## src/rtl/diff_rx_sched_if.sv

```systemverilog
// rtl/diff_rx_sched_if.sv - decoded-code output handshake between diff_rx_sched and its consumer
// master drives the held code and line index, slave returns ready.
interface diff_rx_sched_if #(
  parameter int NUM_LINES = 4
);
  localparam int CHAN_W = (NUM_LINES > 1) ? $clog2(NUM_LINES) : 1;

  logic [25:0]       code_out;
  logic [CHAN_W-1:0] chan_out;
  logic              code_valid_out;
  logic              code_ready_in;

  modport master (
    output code_out,
    output chan_out,
    output code_valid_out,
    input  code_ready_in
  );

  modport slave (
    input  code_out,
    input  chan_out,
    input  code_valid_out,
    output code_ready_in
  );
endinterface

```

## src/rtl/diff_rx_sched.sv

```systemverilog
// rtl/diff_rx_sched.sv - shares one pulse-width-code decoder between NUM_LINES idle-high lines
// Optional per-line grant mask under macro RX_SCHED_LINE_MASK_EN.
module diff_rx_sched #(
  parameter int NUM_LINES     = 4,
  parameter int HIGH_TIMEOUT  = 32,
  parameter int FRAME_TIMEOUT = 1024,
  parameter int DROP_W        = 8
) (
  input  logic                 clk_in,
  input  logic                 rst_n_in,
  input  logic [NUM_LINES-1:0] lines_in,
`ifdef RX_SCHED_LINE_MASK_EN
  input  logic [NUM_LINES-1:0] line_mask_in,
`endif
  output logic                 dec_data_out,
  output logic                 dec_rst_out,
  input  logic [25:0]          dec_code_in,
  input  logic                 dec_new_code_in,
  diff_rx_sched_if.master      code_if,
  output logic                 busy_out,
  output logic [DROP_W-1:0]    drop_count_out
);

  localparam int CHAN_W = (NUM_LINES > 1) ? $clog2(NUM_LINES) : 1;
  localparam int HCNT_W = $clog2(HIGH_TIMEOUT + 1);
  localparam int FCNT_W = $clog2(FRAME_TIMEOUT + 1);

  localparam logic [HCNT_W-1:0] HIGH_LIMIT  = HCNT_W'(HIGH_TIMEOUT);
  localparam logic [FCNT_W-1:0] FRAME_LIMIT = FCNT_W'(FRAME_TIMEOUT);
  localparam logic [CHAN_W:0]   NL_WIDE     = (CHAN_W + 1)'(NUM_LINES);
  localparam logic [CHAN_W-1:0] LAST_LINE   = CHAN_W'(NUM_LINES - 1);
  localparam logic [DROP_W-1:0] DROP_MAX    = '1;

  typedef enum logic [1:0] {SCAN, LOCK, RELEASE} state_t;

  state_t               state;
  logic [NUM_LINES-1:0] sync1, sync2, hist;
  logic [NUM_LINES-1:0] fall, elig;
  logic [CHAN_W-1:0]    rr_ptr, g, g_next, gnt_idx;
  logic                 gnt_found, lock_masked, sync_g;
  logic [HCNT_W-1:0]    high_cnt;
  logic [FCNT_W-1:0]    frame_cnt;
  logic                 fire, can_capture, timed_out;

  assign fall   = hist & ~sync2;
  assign sync_g = sync2[g];
  assign g_next = (g == LAST_LINE) ? '0 : g + 1'b1;

`ifdef RX_SCHED_LINE_MASK_EN
  assign elig        = fall & ~line_mask_in;
  assign lock_masked = line_mask_in[g];
`else
  assign elig        = fall;
  assign lock_masked = 1'b0;
`endif

  assign fire        = code_if.code_valid_out & code_if.code_ready_in;
  assign can_capture = ~code_if.code_valid_out | code_if.code_ready_in;
  assign timed_out   = (high_cnt == HIGH_LIMIT) | (frame_cnt == FRAME_LIMIT) | lock_masked;

  // Round-robin search: first eligible fall at or after rr_ptr, wrapping.
  always_comb begin
    logic [CHAN_W:0] sum;
    gnt_found = 1'b0;
    gnt_idx   = '0;
    sum       = '0;
    for (int k = 0; k < NUM_LINES; k++) begin
      sum = {1'b0, rr_ptr} + (CHAN_W + 1)'(k);
      if (sum >= NL_WIDE) sum = sum - NL_WIDE;
      if (!gnt_found && elig[sum[CHAN_W-1:0]]) begin
        gnt_found = 1'b1;
        gnt_idx   = sum[CHAN_W-1:0];
      end
    end
  end

  // Idle-high reset values keep the first sampled cycle from looking like a fall.
  always_ff @(posedge clk_in or negedge rst_n_in) begin
    if (!rst_n_in) begin
      sync1 <= '1;
      sync2 <= '1;
      hist  <= '1;
    end else begin
      sync1 <= lines_in;
      sync2 <= sync1;
      hist  <= sync2;
    end
  end

  always_ff @(posedge clk_in or negedge rst_n_in) begin
    if (!rst_n_in) begin
      state                  <= SCAN;
      rr_ptr                 <= '0;
      g                      <= '0;
      high_cnt               <= '0;
      frame_cnt              <= '0;
      dec_data_out           <= 1'b1;
      dec_rst_out            <= 1'b1;
      busy_out               <= 1'b0;
      drop_count_out         <= '0;
      code_if.code_out       <= '0;
      code_if.chan_out       <= '0;
      code_if.code_valid_out <= 1'b0;
    end else begin
      if (fire) code_if.code_valid_out <= 1'b0;

      case (state)
        SCAN: begin
          dec_rst_out  <= 1'b0;
          dec_data_out <= 1'b1;
          if (gnt_found) begin
            g            <= gnt_idx;
            state        <= LOCK;
            busy_out     <= 1'b1;
            high_cnt     <= '0;
            frame_cnt    <= '0;
            dec_data_out <= sync2[gnt_idx];
          end
        end

        LOCK: begin
          dec_data_out <= sync_g;
          frame_cnt    <= frame_cnt + 1'b1;
          high_cnt     <= sync_g ? high_cnt + 1'b1 : '0;
          if (dec_new_code_in) begin
            // A capture in the same cycle as a handshake keeps valid asserted.
            if (can_capture) begin
              code_if.code_out       <= dec_code_in;
              code_if.chan_out       <= g;
              code_if.code_valid_out <= 1'b1;
            end else if (drop_count_out != DROP_MAX) begin
              drop_count_out <= drop_count_out + 1'b1;
            end
            rr_ptr   <= g_next;
            state    <= SCAN;
            busy_out <= 1'b0;
          end else if (timed_out) begin
            rr_ptr       <= g_next;
            state        <= RELEASE;
            dec_rst_out  <= 1'b1;
            dec_data_out <= 1'b1;
          end
        end

        RELEASE: begin
          dec_rst_out  <= 1'b0;
          dec_data_out <= 1'b1;
          state        <= SCAN;
          busy_out     <= 1'b0;
        end

        default: begin
          state    <= SCAN;
          busy_out <= 1'b0;
        end
      endcase
    end
  end

endmodule

```

## src/flat_wrapper.sv

```systemverilog
// flat-port wrapper written by rule: the top's interface ports become plain ports
module diff_rx_sched_flat 
#(
  parameter int NUM_LINES     = 4,
  parameter int HIGH_TIMEOUT  = 32,
  parameter int FRAME_TIMEOUT = 1024,
  parameter int DROP_W        = 8
)
  (clk_in, rst_n_in, lines_in, dec_data_out, dec_rst_out, dec_code_in, dec_new_code_in, busy_out, drop_count_out, code_if_code_out, code_if_chan_out, code_if_code_valid_out, code_if_code_ready_in);
  diff_rx_sched_if #(.NUM_LINES(NUM_LINES)) code_if_i ();
  input  logic clk_in;
  input  logic rst_n_in;
  input  logic [NUM_LINES-1:0] lines_in;
  output logic dec_data_out;
  output logic dec_rst_out;
  input  logic [25:0] dec_code_in;
  input  logic dec_new_code_in;
  output logic busy_out;
  output logic [DROP_W-1:0] drop_count_out;
  output wire logic [$bits(code_if_i.code_out)-1:0] code_if_code_out;
  output wire logic [$bits(code_if_i.chan_out)-1:0] code_if_chan_out;
  output wire logic [$bits(code_if_i.code_valid_out)-1:0] code_if_code_valid_out;
  input wire logic [$bits(code_if_i.code_ready_in)-1:0] code_if_code_ready_in;
  assign code_if_code_out = code_if_i.code_out;
  assign code_if_chan_out = code_if_i.chan_out;
  assign code_if_code_valid_out = code_if_i.code_valid_out;
  assign code_if_i.code_ready_in = code_if_code_ready_in;
  diff_rx_sched #(.NUM_LINES(NUM_LINES), .HIGH_TIMEOUT(HIGH_TIMEOUT), .FRAME_TIMEOUT(FRAME_TIMEOUT), .DROP_W(DROP_W)) u_core (.clk_in(clk_in), .rst_n_in(rst_n_in), .lines_in(lines_in), .dec_data_out(dec_data_out), .dec_rst_out(dec_rst_out), .dec_code_in(dec_code_in), .dec_new_code_in(dec_new_code_in), .code_if(code_if_i), .busy_out(busy_out), .drop_count_out(drop_count_out));
endmodule
```

## config.mk

```make
export PLATFORM = sky130hd
export DESIGN_NAME = diff_rx_sched_flat
export DESIGN_NICKNAME = d
export VERILOG_FILES = /design/src/rtl/diff_rx_sched_if.sv /design/src/rtl/diff_rx_sched.sv /design/src/flat_wrapper.sv
export SDC_FILE = /design/constraint.sdc
export NUM_CORES = 1
export LEC_CHECK = 0
export ABC_AREA = 1
export CORE_UTILIZATION = 51
export DETAILED_ROUTE_END_ITERATION = 16
export PLACE_DENSITY = 0.87
export SYNTH_ARGS = -nofsm -noshare
export SYNTH_HDL_FRONTEND = slang
export SYNTH_SLANG_ARGS = --single-unit
export TNS_END_PERCENT = 50
```

## constraint.sdc

```tcl
create_clock -name clk_in -period 2.19 [get_ports clk_in]
set_input_delay 0.438 -clock clk_in [delete_from_list [all_inputs] [get_ports clk_in]]
set_output_delay 0.438 -clock clk_in [all_outputs]
set_load 0.01 [all_outputs]
```

### After elaboration in Yosys (flattened, before gate mapping)

Index checks and enable logic that the tools add are counted.
Widths: inputs -> output; s select.

* memories kept: 0
* bits in latches: 0
* word-level logic and storage cells: 124
* flip-flop bits (word level): 75
* memory bits (read-only): 0
* output and inout port bits: 40
* memory bits (writable): 0

* divide/modulo/power cells: 0
* bitwise gates (word level): 7
* equality and inequality tests: 11
* reduce and logical (&&, ||, !) cells: 20
* shift operators: 0
* magnitude comparators: 10
* add/subtract/negate cells: 11
* multiplexer cells: 50
* $mul: 0

Operators with widths (number)
* $mux 2: 14
* $pmux 11 s2: 1
* $mux 1: 21
* $lt 2x3->1 const B: 6
* $bmux 1 s2: 6
* $mux 6: 2
* $pmux 6 s2: 1
* $add 11x1->11 const B: 1
* $eq 11x11->1 const B: 1
* $mux 11: 1
* $reduce_and 2->1: 5
* $ge 3x3->1 const B: 3
* $add 8x1->8 const B: 1
* $ne 8x8->1 const B: 1
* $sub 2x1->2 const B: 4
* $add 2x2->3 const B: 2
* $add 6x1->6 const B: 1
* $eq 6x6->1 const B: 1
* $reduce_and 3->1: 2
* $reduce_bool 2->1: 3
* $and 4x4->4: 1
* $eq 2x2->1 const B: 2
* $ne 2x1->1 const B: 2
* $ne 2x2->1 const B: 2
* 18 further kinds: 25

### Logic depth before layout (Yosys ltp)

* word-level depth: 18
* depth in mapped cells: 13
* mapped depth without buffers: 11

### Worst setup path after synthesis

OpenSTA, ideal clock, no wires.

* path type: reg2reg
* start point: register u_core.drop_count_out[0]
* end point: register u_core.drop_count_out[7]
* cell stages (with the launch flop): 10
* required time: 2.111 ns
* setup slack: 0.639 ns
* arrival: 1.472 ns
* clock period less this slack: 1.551 ns
* library setup time: 0.079 ns
* cell sequence: dfrtp_1 -> ha_1 -> inv_1 -> nor2_1 -> nand4_1 -> nand2_1 -> nor2_1 -> nand3_1 -> nor2_1 -> xor2_1

* cells in the longest elaborated chain, start to end: 2

Ends and longest elaborated chain
* from (decl): RTL line diff_rx_sched.sv:21 `output logic [DROP_W-1:0] drop_count_out`
* from (signal assigned): RTL line diff_rx_sched.sv:132 `drop_count_out <= drop_count_out + 1'b1;`
* parallel branches: the longest is 2 deep, another holds $add 8x1->8

Several ways; the timed one is not identified.
A chain may end at the register's enable or synchronous reset.

### Final worst setup path

* start point: register u_core.rr_ptr[0]
* end point: register u_core.high_cnt[3]

* cells in the longest elaborated chain, start to end: 16

Ends and longest elaborated chain
* from (decl): RTL line diff_rx_sched.sv:39 `logic [CHAN_W-1:0] rr_ptr, g, g_next, gnt_idx;`
* from (signal assigned): RTL line diff_rx_sched.sv:134 `rr_ptr <= g_next;`
* from (signal assigned): RTL line diff_rx_sched.sv:138 `rr_ptr <= g_next;`
* parallel branches: the longest is 13 deep, another holds $add 2x1->3
* $mux 1 *: RTL line diff_rx_sched.sv:70 `if (!gnt_found && elig[sum[CHAN_W-1:0]]) begin`
* $ne 2x1->1 (no source line) *
* $reduce_and 2->1 (no source line) *
* to (signal assigned): RTL line diff_rx_sched.sv:124 `high_cnt <= sync_g ? high_cnt + 1'b1 : '0;`
* to (decl): RTL line diff_rx_sched.sv:41 `logic [HCNT_W-1:0] high_cnt;`

Mark *: on every way between the ends. The select of a mux whose other input is x is not followed.

==> results.cfg <==
[cts]
postCtsSetupRepairBufs = 0
postCtsHoldBufs = 0
cts_root_buf = clkbuf_8
cts_inserted_buffers = 9
path_clk_slew_ns = 0.08
cts_tree = done
clock_latency_ns = 0.35
cts_resized = 0
htree_levels = 3
cts_buffer_depth = 2
cts.sinks = 75

[final_layout]
layout_commonest_cell = nand2_1
drive_gt1_share_pct = 19.7
stdcell_area_mm2 = 0.00469
stdcell_count = 558
layout_common_cells = nand2_1 (76), clkdlybuf4s50_1 (72), dfrtp_1 (61)
antennaDiodeCount = 0
nFillCells = 515
layout.nets = 501
syn_to_final_growth_pct = 27.7

[timing]
timing.setup.tns_ns = 0
finalCritPeriodShare_pct = 87.3
drv_slew = 0
finalHoldViolCount = 0
fin_crit_ns = 1.91
skew_ns = 0.00623
tightest_slew_ns = 0.575
maxSlewHeadroom_pct = 61.7
timing.fmax_mhz = 523
setup_viol = 0
rsz0062_at_grt = no

[global_route]
grt_max_degree = 46
antenna_found_initial = 0
grt_util_all_layers_pct = 22.5
first_global_vias = 2922
grt_pass1_wl_um = 13100
overflow = 0

[worst_setup_path]
timing.rr.start = u_core.rr_ptr[0]$_DFFE_PN0P_
reg2reg_to = u_core.high_cnt[3]$_DFFE_PN0P_
crit_arrival_ns = 2.19
path_class = register to register
critPathLaunchType = register
crit_fanout = 23
r2r_slack_ns = 0.28
crit_path_end_kind = register
reg2reg_depth = 10
crit_required_ns = 2.47
startpoint = u_core.rr_ptr[0]$_DFFE_PN0P_
endpoint = u_core.high_cnt[3]$_DFFE_PN0P_

[pwr]
p_leak_nw = 2.13
powerDensity_mw_per_mm2 = 1270
irDropWorstVdd_v = 0.000755

[floorplan]
coreArea_mm2 = 0.00687
rows = 30
die_area_mm2 = 0.00754
io_pins = 74
initial_core_util_pct = 53.4
die_height_um = 86.8
die_w_um = 86.8

[worst_hold_path]
hold_path_class = input port to asynchronous set/reset pin

[place]
place.port_buffers = 73
dpl.cell_count = 542
dpl.hpwl_um = 5660
dpl_cell_area_mm2 = 0.00451
routabilityCongestion = 0.862

[yosys]
syn_area_per_cell_um2 = 9.76
syn_area_mm2 = 0.00367
ys_async_sr_fraction_pct = 100
ys.flop_type = dfrtp_1
synth-seq-area-share_pct = 51.6
synth_edf_count = 0
yosysUniqueCellTypes = 31
syn_inst = 376
ys_ff_latch = 75
syn_nets = 420
ys.warnings.count = 0

[route]
drc_errors = 0
wl_per_cell_um = 13.5
via_per_inst = 5.15
antenna_left = 0
dr.first_iter.drc_count = 177
firstDrtPassIters = 5
vias = 2871
routed_wl_um = 7530

[run_status]
status = complete, no violations

[run]
maxCapViolCount = 0
## synthesized netlist by cell type (4+ instances only)
library cell	count	area, µm²
a21oi_1	5	25.0
buf_2	4	20.0
dfrtp_1	61	1530
dfstp_2	14	368
ha_1	10	125
inv_1	32	120
mux2_2	27	304
nand2_1	76	285
nand2_2	8	50.1
nand3_1	37	185
nand4_1	9	56.3
nor2_1	30	113
nor3_1	4	20.0
o21ai_0	13	65.1
o21ai_2	8	70.1
xor2_1	13	114
## final cells by class
class                      instances  area [µm²]  area share [%]
clock buffer                      10         128            2.72
sequential                        75        1890            40.4
inverter                          35         136            2.91
multi-input combinational        257        1570            33.6
timing repair buffer              79         786            16.8
tap                               96         120            2.56
clock inverter                     6        47.5            1.01
## registers in the layout, indices dropped and copies added, names as in the netlist
name and count:
u_core.code_if.code_out 26, u_core.frame_cnt 11, u_core.drop_count_out 8, u_core.high_cnt 6, u_core.hist 4, u_core.sync1 4
u_core.sync2 4, u_core.code_if.chan_out 2, u_core.g 2, u_core.rr_ptr 2, u_core.state 2, u_core.busy_out 1
u_core.code_if.code_valid_out 1, u_core.dec_data_out 1, u_core.dec_rst_out 1
## routing by layer
metal	up-vias	share of wire [%]	global-route usage, %
li1	1390	-	-
met3	13	5.5	6.00
met2	82	49	36.3
met5	-	0	0
met1	1386	43	28.0
met4	0	1.8	11.2
## cells by family (layout without fill, tap and decap cells)
kind of cell               after synthesis  count (layout)  synth area share (%)
DFF                                     75              75                  51.6
xor gates and xnor gates                16              16                  3.82
muxes                                   27              27                  8.28
adders and majority gates               10              10                  3.41
AOI/OAI and AO/OA                       26              26                  4.36
and+or+nand+nor                        178             178                  23.0
buffers and inverters                   44             130                  5.49
## power by group
part           switching (mW)  total [mW]  leakage, nW  internal [mW]
clock network           0.530       0.955       0.0936          0.425
registers               0.323        2.17        0.921           1.84
logic                    1.51        2.83         1.12           1.32
## worst min-delay path by stage
stage / endpoint / slack (ns) / cells after the start
after floorplan: u_core.busy_out$_DFFE_PN0P_ / 0.14 / 0
after global placement: u_core.sync2[3]$_DFF_PN1_ / 0.35 / 0
after detailed placement: u_core.sync2[1]$_DFF_PN1_ / 0.35 / 0
after CTS: u_core.code_if.chan_out[0]$_DFFE_PN0P_ / 0.09 / 1
after global routing: u_core.high_cnt[1]$_DFFE_PN0P_ / 0.12 / 1
final: u_core.high_cnt[0]$_DFFE_PN0P_ / 0.09 / 1
## critical path, stage by stage, from the launching register on
cell,delay (ns)
dfrtp_1,0.58
nand3_1,0.17
nand2_1,0.15
nand2_1,0.06
nand2_1,0.11
inv_2,0.06
nand3_4,0.08
nand2_4,0.12
nand2_4,0.29
nand3_1,0.14
o21ai_2,0.08
## through the flow
stage | worst slack (ns) | util (%) | hold WS (ns) | power, mW
floorplan | 0.639 | - | 0.142 | 3.94
global placement | 0.261 | 65.7 | 0.346 | 4.88
detailed placement | 0.228 | 65.7 | 0.347 | 5.02
CTS | 0.299 | 68.2 | 0.0890 | 5.99
global route | 0.103 | 68.2 | 0.118 | 6.37
finish | 0.278 | 68.2 | 0.0857 | 5.95
(Power assumes the default switching activity.)
